<file path="src/rtl/shiftreg_pkg.sv">
// rtl/shiftreg_pkg.sv - shared types and defaults for the shift-register stimulus serializer
package shiftreg_pkg;

  typedef enum logic [1:0] {
    IDLE  = 2'd0,
    SHIFT = 2'd1,
    DONE  = 2'd2,
    GAP   = 2'd3
  } ser_state_e;

  localparam int SER_WIDTH_DEFAULT = 24;
  localparam int SER_GAP_DEFAULT   = 2;

endpackage

</file>
<file path="src/rtl/shiftreg_bit_timer.sv">
// rtl/shiftreg_bit_timer.sv - bit-period counter, wraps to 0 after reaching the period value
module shiftreg_bit_timer #(
  parameter int DIV_W = 8
) (
  input  logic             clk,
  input  logic             reset_i,
  input  logic             start,
  input  logic [DIV_W-1:0] period,
  output logic             bit_start,
  output logic             bit_last
);

  logic [DIV_W-1:0] cnt;

  assign bit_last  = (cnt == period);
  // High when the following cycle is the first cycle of a bit period.
  assign bit_start = start || bit_last;

  always_ff @(posedge clk) begin
    if (reset_i || start || bit_last) begin
      cnt <= '0;
    end else begin
      cnt <= cnt + 1'b1;
    end
  end

endmodule

</file>
<file path="src/rtl/shiftreg_serializer.sv">
// rtl/shiftreg_serializer.sv - parallel word to serial line with trigger, bit strobe and frame-done pulse
module shiftreg_serializer
  import shiftreg_pkg::*;
#(
  parameter int WIDTH      = SER_WIDTH_DEFAULT,
  parameter int DIV_W      = 8,
  parameter int GAP_CYCLES = SER_GAP_DEFAULT
) (
  input  logic             clk,
  input  logic             reset_i,
  input  logic [WIDTH-1:0] data_i,
  input  logic             valid_i,
  output logic             ready_o,
  input  logic [DIV_W-1:0] div_i,
  input  logic             msb_first_i,
  output logic             sdata_o,
  output logic             sbit_valid_o,
  output logic             trigger_o,
  output logic             frame_done_o,
  output logic             busy_o
);

  localparam int              IDX_W    = $clog2(WIDTH);
  localparam logic [IDX_W-1:0] LAST_IDX = IDX_W'(WIDTH - 1);
  localparam logic [3:0]      GAP_LAST = 4'((GAP_CYCLES > 0) ? GAP_CYCLES - 1 : 0);

  ser_state_e       state, next_state;
  logic [WIDTH-1:0] sreg;
  logic [DIV_W-1:0] div_q;
  logic             msb_q;
  logic [IDX_W-1:0] bit_idx;
  logic [3:0]       gap_cnt;
  logic             accept, bit_start, bit_last, last_bit;
  logic             ready_d, sdata_d, sbit_d, trig_d, done_d, busy_d;

  // ready_o gates accept so the cycle right after reset never accepts.
  assign accept   = (state == IDLE) && ready_o && valid_i;
  assign last_bit = bit_last && (bit_idx == LAST_IDX);

  shiftreg_bit_timer #(.DIV_W(DIV_W)) u_bit_timer (
    .clk      (clk),
    .reset_i  (reset_i),
    .start    (accept),
    .period   (div_q),
    .bit_start(bit_start),
    .bit_last (bit_last)
  );

  always_ff @(posedge clk) begin
    if (reset_i) begin
      state <= IDLE;
    end else begin
      state <= next_state;
    end
  end

  always_comb begin
    next_state = state;
    case (state)
      IDLE:    if (accept) next_state = SHIFT;
      SHIFT:   if (last_bit) next_state = DONE;
      DONE:    next_state = (GAP_CYCLES == 0) ? IDLE : GAP;
      GAP:     if (gap_cnt == GAP_LAST) next_state = IDLE;
      default: next_state = IDLE;
    endcase
  end

  // Next-cycle output values; registered below so every output is a flop.
  always_comb begin
    ready_d = (next_state == IDLE);
    busy_d  = (next_state != IDLE);
    done_d  = (next_state == DONE);
    trig_d  = accept;
    sbit_d  = bit_start && (next_state == SHIFT);
    sdata_d = 1'b0;
    if (accept) begin
      sdata_d = msb_first_i ? data_i[WIDTH-1] : data_i[0];
    end else if (next_state == SHIFT) begin
      sdata_d = bit_last ? (msb_q ? sreg[WIDTH-1] : sreg[0]) : sdata_o;
    end
  end

  // sreg holds the bits not yet presented, next bit always at the exit end.
  always_ff @(posedge clk) begin
    if (reset_i) begin
      sreg    <= '0;
      div_q   <= '0;
      msb_q   <= 1'b0;
      bit_idx <= '0;
      gap_cnt <= '0;
    end else begin
      if (accept) begin
        sreg    <= msb_first_i ? {data_i[WIDTH-2:0], 1'b0} : (data_i >> 1);
        div_q   <= div_i;
        msb_q   <= msb_first_i;
        bit_idx <= '0;
      end else if ((state == SHIFT) && bit_last) begin
        sreg    <= msb_q ? {sreg[WIDTH-2:0], 1'b0} : (sreg >> 1);
        bit_idx <= bit_idx + 1'b1;
      end
      gap_cnt <= (state == GAP) ? gap_cnt + 1'b1 : 4'd0;
    end
  end

  always_ff @(posedge clk) begin
    if (reset_i) begin
      ready_o      <= 1'b0;
      sdata_o      <= 1'b0;
      sbit_valid_o <= 1'b0;
      trigger_o    <= 1'b0;
      frame_done_o <= 1'b0;
      busy_o       <= 1'b0;
    end else begin
      ready_o      <= ready_d;
      sdata_o      <= sdata_d;
      sbit_valid_o <= sbit_d;
      trigger_o    <= trig_d;
      frame_done_o <= done_d;
      busy_o       <= busy_d;
    end
  end

endmodule

</file>
<file path="config.mk">
export PLATFORM = sky130hd
export DESIGN_NAME = shiftreg_serializer
export DESIGN_NICKNAME = d
export VERILOG_FILES = /design/src/rtl/shiftreg_pkg.sv /design/src/rtl/shiftreg_bit_timer.sv /design/src/rtl/shiftreg_serializer.sv
export SDC_FILE = /design/constraint.sdc
export NUM_CORES = 1
export LEC_CHECK = 0
export BUFFER_PORTS_ARGS = -buffer_cell sky130_fd_sc_hd__buf_4
export CAP_MARGIN = 0
export CORE_MARGIN = 4
export CORE_UTILIZATION = 40
export CTS_CLUSTER_SIZE = 12
export DETAILED_ROUTE_END_ITERATION = 10
export SETUP_SLACK_MARGIN = 0.5
export SLEW_MARGIN = 20
export SYNTH_ARGS = -nofsm -noshare
export SYNTH_HDL_FRONTEND = slang
export SYNTH_SLANG_ARGS = --single-unit
</file>
<file path="constraint.sdc">
create_clock -name clk -period 3.01 [get_ports clk]
set_input_delay 0.602 -clock clk [delete_from_list [all_inputs] [get_ports clk]]
set_output_delay 0.602 -clock clk [all_outputs]
set_load 0.02 [all_outputs]
</file>
==> results.cfg, run 1 <==
[grt]
antenna_found_initial = 0
grt.total_usage = 0.177
grt_pass1_vias = 3235
grt_overflow = 0
grt_pass1_wl_microns = 15900
grt_max_degree = 56

[routing]
drc = 0
final_antenna_net_count = 0
drt-wirelength-per-cell_microns = 17.6
vias = 3160
drt_iter0_markers = 189
drt-total-wl_microns = 9420
drt_pass1_iterations = 4
routed_via_density = 5.92

[pwr]
power_density_nw_per_um2 = 539
vdd_ir_drop_max_mv = 0.265
leakage_uw = 0.00148

[yosys]
syn-instance-count = 398
async_flop_share = 0
yosysTopAreaCellShare = 0.317
ys_types = 45
synth_edf_count = 0
yosysTopAreaCell = dfxtp_1
syn_nets = 438
netlist_top_cells_count = mux2i_1 (68), dfxtp_1 (58), nand2_1 (42), nand4_1 (25), nor2b_1 (20)
yosys_warnings = 0
syn_area_sq_um = 3660
post-synth-top-count-cell = mux2i_1
avgSynthCellArea_sq_um = 9.19
synthTopCellsByArea = dfxtp_1 (32%), mux2i_1 (19%), a32oi_1 (4.6%)
ys_seq_area_frac = 0.317
synth-main-ff-cell = dfxtp_1
synth_seq_cells = 58

[job]
maxCapViolCount = 0

[critical_path]
cp_top_family = simple AND/OR/NAND/NOR gates
critical_path_arrival_ns = 2.32
critPathLaunch = state[1]
rr_startpoint = state[1]
endpoint_kind = flip-flop
cp-start-kind = flip-flop
critPathBufInv = 1
cp_slowest_cell = and4bb_2
path_cells = and4bb_2, buf_4, nor2_2, o311ai_1, o41ai_1
cp.required_ns = 3.23
crit_type = reg2reg
path_max_fanout = 32
max_stage_delay_ns = 0.96

[clock_tree]
h-tree-depth = 3
cts_buffers = 9
ctsResizeCount = 0
cts_buffer_depth = 2
clkTransAtPathRegs_ns = 0.07
cts_setup_buffers = 0
cts.sinks = 58
cts_hold_buf = 0
clk_latency_ns = 0.34
cts_tree = yes
cts_root_buf = clkbuf_8

[floorplan]
row_count = 34
top_level_ports = 42
core_sq_um = 8810
start_util = 0.415
dieArea_sq_um = 10700
die_y_microns = 104
die_w_microns = 104

[sta]
setup_viol = 0
fin_tns_setup_ns = 0
finalHoldViolations = 0
tightestPinTransition_ns = 0.955
fmax_mhz = 476
worst_clock_skew_ns = 0.0132
rsz0062_at_grt = false
fin_crit_sh = 0.698
fin_crit_ns = 2.10
max_slew_margin = 0.363
slew_violations = 0

[final_layout]
final_net_count = 461
antenna_cells = 0
area.growth.synth_to_final_pct = 14.9
drive_gt1_frac = 0.200
filler_cell_count = 861
multi_input_area_sq_um = 2270
register_area_sq_um = 1160
fin_area_sq_um = 4200
post-route-util = 0.477
final_cells = 534

[place]
place.gp.congestion = 0.791
hpwlAfterDp_microns = 6070
placed_area_sq_um = 3960
dp_cells = 518
portBuffers = 41

[worst_hold_path]
min_from = div_q[7]
min_path_type = reg2reg

[outcome]
run_status = complete, no violations
[final cells by class]
cell class / count / area share
Inverter: 2 / 0.00179
Timing Repair Buffer: 50 / 0.0923
Sequential cell: 58 / 0.276
Multi-Input combinational cell: 300 / 0.541
Clock inverter: 4 / 0.0173
Clock buffer: 12 / 0.0393
Tap cell: 108 / 0.0322
[routing by layer]
layer	vias to the layer above	GRT usage	part of all wire
li1	1537	-	-
met1	1507	0.229	0.46
met2	110	0.284	0.47
met3	6	0.0510	0.063
met4	0	0.0541	0.0090
met5	-	0	0
[state kept, by name, indices dropped and copies added (netlist names)]
name             count
busy_o               1
bit_idx              5
sreg                24
frame_done_o         1
gap_cnt              4
ready_o              1
sdata_o              1
state                2
sbit_valid_o         1
trigger_o            1
msb_q                1
u_bit_timer.cnt      8
div_q                8
[worst register-to-register path: stages, from the launching register on]
cell and delay, ns:
dfxtp_1 0.36, and4bb_2 0.96, buf_4 0.33, nor2_2 0.09, o311ai_1 0.12, o41ai_1 0.11
[placed cells by master, fill, tap and decap left out, types with 2 or more instances in the layout]
| cell type | synthesis | final |
|---|---|---|
| o31ai_1 | 2 | 2 |
| mux2i_1 | 68 | 68 |
| o311ai_1 | 2 | 2 |
| a32oi_1 | 19 | 19 |
| buf_4 | 8 | 49 |
| clkbuf_8 | 0 | 12 |
| nor3_1 | 8 | 8 |
| or3_1 | 5 | 5 |
| inv_1 | 2 | 2 |
| mux2_4 | 3 | 3 |
| bufinv_16 | 0 | 2 |
| xnor2_2 | 7 | 7 |
| a311oi_1 | 4 | 4 |
| nor2_2 | 2 | 2 |
| o211ai_1 | 19 | 19 |
| xor2_1 | 6 | 6 |
| a21oi_1 | 10 | 10 |
| xnor2_1 | 3 | 3 |
| nand2b_1 | 2 | 2 |
| nand4_2 | 2 | 2 |
| and4_1 | 2 | 2 |
| nor2b_1 | 20 | 20 |
| ha_1 | 4 | 4 |
| nand3_1 | 8 | 8 |
| and3_1 | 2 | 2 |
| a211oi_1 | 5 | 5 |
| nor2_1 | 13 | 13 |
| o41ai_1 | 2 | 2 |
| nand3b_1 | 3 | 3 |
| nand2_1 | 42 | 42 |
| dfxtp_1 | 58 | 58 |
| nand4_1 | 25 | 25 |
[power breakdown]
part / internal [uW] / switching, uW / total [uW]
combinational: 203 / 347 / 550
clock: 533 / 320 / 852
sequential: 816 / 46.4 / 863
total: 1550 / 713 / 2260
[logic make-up (layout without fill, tap and decap cells)]
logic type                 after synthesis  in the layout  share of synthesized area
and+or+nand+nor                        140            140                      0.211
muxes                                   71             71                      0.198
AOI/OAI and AO/OA                       69             69                      0.144
DFF                                     58             58                      0.317
buffers and inverters                   40             68                     0.0626
xor gates and xnor gates                16             16                     0.0527
adders and majority gates                4              4                     0.0137
[final timing paths]
path	end	slack (ns)	cells past startpoint
worst max-delay path	bit_idx[4]	0.91	5
worst min-delay path	div_q[7]	0.47	2
worst max register to register	bit_idx[4]	0.91	5
worst min register to register	div_q[7]	0.47	2
[per-stage QoR]
| stage | total power (uW) | hold WS, ns | setup WS, ns |
|---|---|---|---|
| CTS | 2280 | 0.481 | 0.892 |
| finish | 2260 | 0.473 | 0.908 |
| detailed placement | 1420 | 0.468 | 0.646 |
| global placement | 1420 | 0.448 | 0.655 |
| global route | 2380 | 0.494 | 0.787 |
| floorplan | 1290 | 0.433 | 1.34 |
Power figures use the tool's default switching activity.
==> run 2: changes to the inputs <==
==> constraint.sdc (replaced) <==
create_clock -name clk -period 1.81 [get_ports clk]
set_input_delay 0.362 -clock clk [delete_from_list [all_inputs] [get_ports clk]]
set_output_delay 0.362 -clock clk [all_outputs]
set_load 0.02 [all_outputs]
==> results.cfg, run 2 (synthesized netlist as in run 1, its figures left out) <==
[final_layout]
register_area_sq_um = 1210
drive_gt1_frac = 0.393
most-common-layout-cells = buf_4 (69), mux2i_1 (53), nand2_1 (41)
largest_reg_flops = 24
multi_input_area_sq_um = 2590
final_cells = 574
reg_top3 = sreg (24), div_q (8), u_bit_timer.cnt (8)
fin_area_sq_um = 4980
final_common_cell = buf_4
area.growth.synth_to_final_pct = 36.3
antenna_cells = 0
top_register = sreg
final_net_count = 501
filler_cell_count = 758

[critical_path]
critPathBufInv = 1
cp-start-kind = flip-flop
cp_top_family = simple AND/OR/NAND/NOR gates
cp_slowest_cell = and4bb_4
path_max_fanout = 10
cp.required_ns = 2.08
endpoint_kind = flip-flop
crit_type = reg2reg
max_stage_delay_ns = 0.44
critical_path_arrival_ns = 1.84
path_cells = and4bb_4, clkbuf_16, mux2i_2, nand4_1, o211ai_1

[place]
dp_cells = 529
placed_area_sq_um = 4100
dpl_worst_slack_ns = 0.166
hpwlAfterDp_microns = 6540
portBuffers = 41
place.gp.congestion = 0.796

[clock_tree]
cts.sinks = 58
clk_latency_ns = 0.34
clkTransAtPathRegs_ns = 0.07
cts_tree = yes
cts_root_buf = clkbuf_8
cts_buffer_depth = 2
cts_buffers = 9
h-tree-depth = 3

[pwr]
leakage_uw = 0.00181
power_density_nw_per_um2 = 813
vdd_ir_drop_max_mv = 0.374

[grt]
grt_overflow = 0
grtUsageMet1 = 0.233
grt-busiest-layer = met2
grt_use_met3 = 0.0417
met2_usage = 0.321
grt.total_usage = 0.187
grt_pass1_wl_microns = 16700
grt_pass1_vias = 3406
grt_max_degree = 37
antenna_found_initial = 0

[routing]
drt_pass1_iterations = 5
drt-wirelength-per-cell_microns = 18.6
final_antenna_net_count = 0
drt-total-wl_microns = 10700
routed_via_density = 5.87
vias = 3369
drc = 0
drt_iter0_markers = 211

[sta]
max_slew_margin = 0.671
hold_ws_ns = 0.258
finalHoldViolations = 0
slew_violations = 0
fmax_mhz = 636
worst_clock_skew_ns = 0.0137
fin_tns_setup_ns = 0
rsz0062_at_grt = true
setup_viol = 0
setup_ws_ns = 0.237
fin_crit_ns = 1.57
fin_crit_sh = 0.869
tightestPinTransition_ns = 0.492

[outcome]
run_status = complete, no violations

[worst_hold_path]
min_path_type = in2reg

[floorplan]
top_level_ports = 42
core_sq_um = 8810
row_count = 34
dieArea_sq_um = 10700
die_w_microns = 104
start_util = 0.415
die_y_microns = 104

[job]
maxCapViolCount = 0
==> run 2: changes by cell type in the layout (fill, tap and decap cells not counted), sizes merged <==
cell,change
bufinv,-1
clkinv,+2
clkbuf,+2
buf,+37
==> run 2: per-layer routing <==
metal | share of wire | vias up
met5 | 0 | -
met3 | 0.050 | 15
met1 | 0.44 | 1627
met4 | 0.013 | 0
li1 | - | 1622
met2 | 0.49 | 105
==> run 2: cell type report <==
class	count	share of cell area
Multi-Input combinational cell	300	0.519
Inverter	2	0.00151
Timing Repair Buffer	90	0.169
Sequential cell	58	0.242
Clock inverter	5	0.0105
Clock buffer	11	0.0304
Tap cell	108	0.0271
==> run 2: final timing paths <==
kind	start	to	slack (ns)	depth (start not counted)
worst min-delay path	div_i[2]	div_q[2]	0.26	3
worst max-delay path	state[1]	sreg[18]	0.24	5
worst max register to register	state[1]	sreg[18]	0.24	5
worst min register to register	div_q[2]	div_q[2]	0.48	2
==> run 2: what timing repair did <==
item                                    CTS  global route
hold buffers                              0             0
gates resized for setup                  54            38
pin swaps                                13             8
endpoints found under the setup margin   43            50
buffers inserted                         16            10
cloned                                    0             3
==> run 2: stage by stage <==
step / power (uW) / util
after floorplan: 2180 / -
after global placement: 2430 / 0.465
after detailed placement: 2450 / 0.465
after CTS: 3890 / 0.529
after global routing: 4230 / 0.566
final: 4050 / 0.566
==> run 2: where the power goes <==
group,internal (uW),leakage (uW),switching [uW]
combinational,637,0.00122,723
sequential,1360,0.000483,81.0
clock,704,0.000105,551
==> run 2: worst register-to-register path: stages (launching register included) <==
cell	delay [ns]
dfxtp_4	0.35
and4bb_4	0.44
clkbuf_16	0.21
mux2i_2	0.27
nand4_1	0.12
o211ai_1	0.11
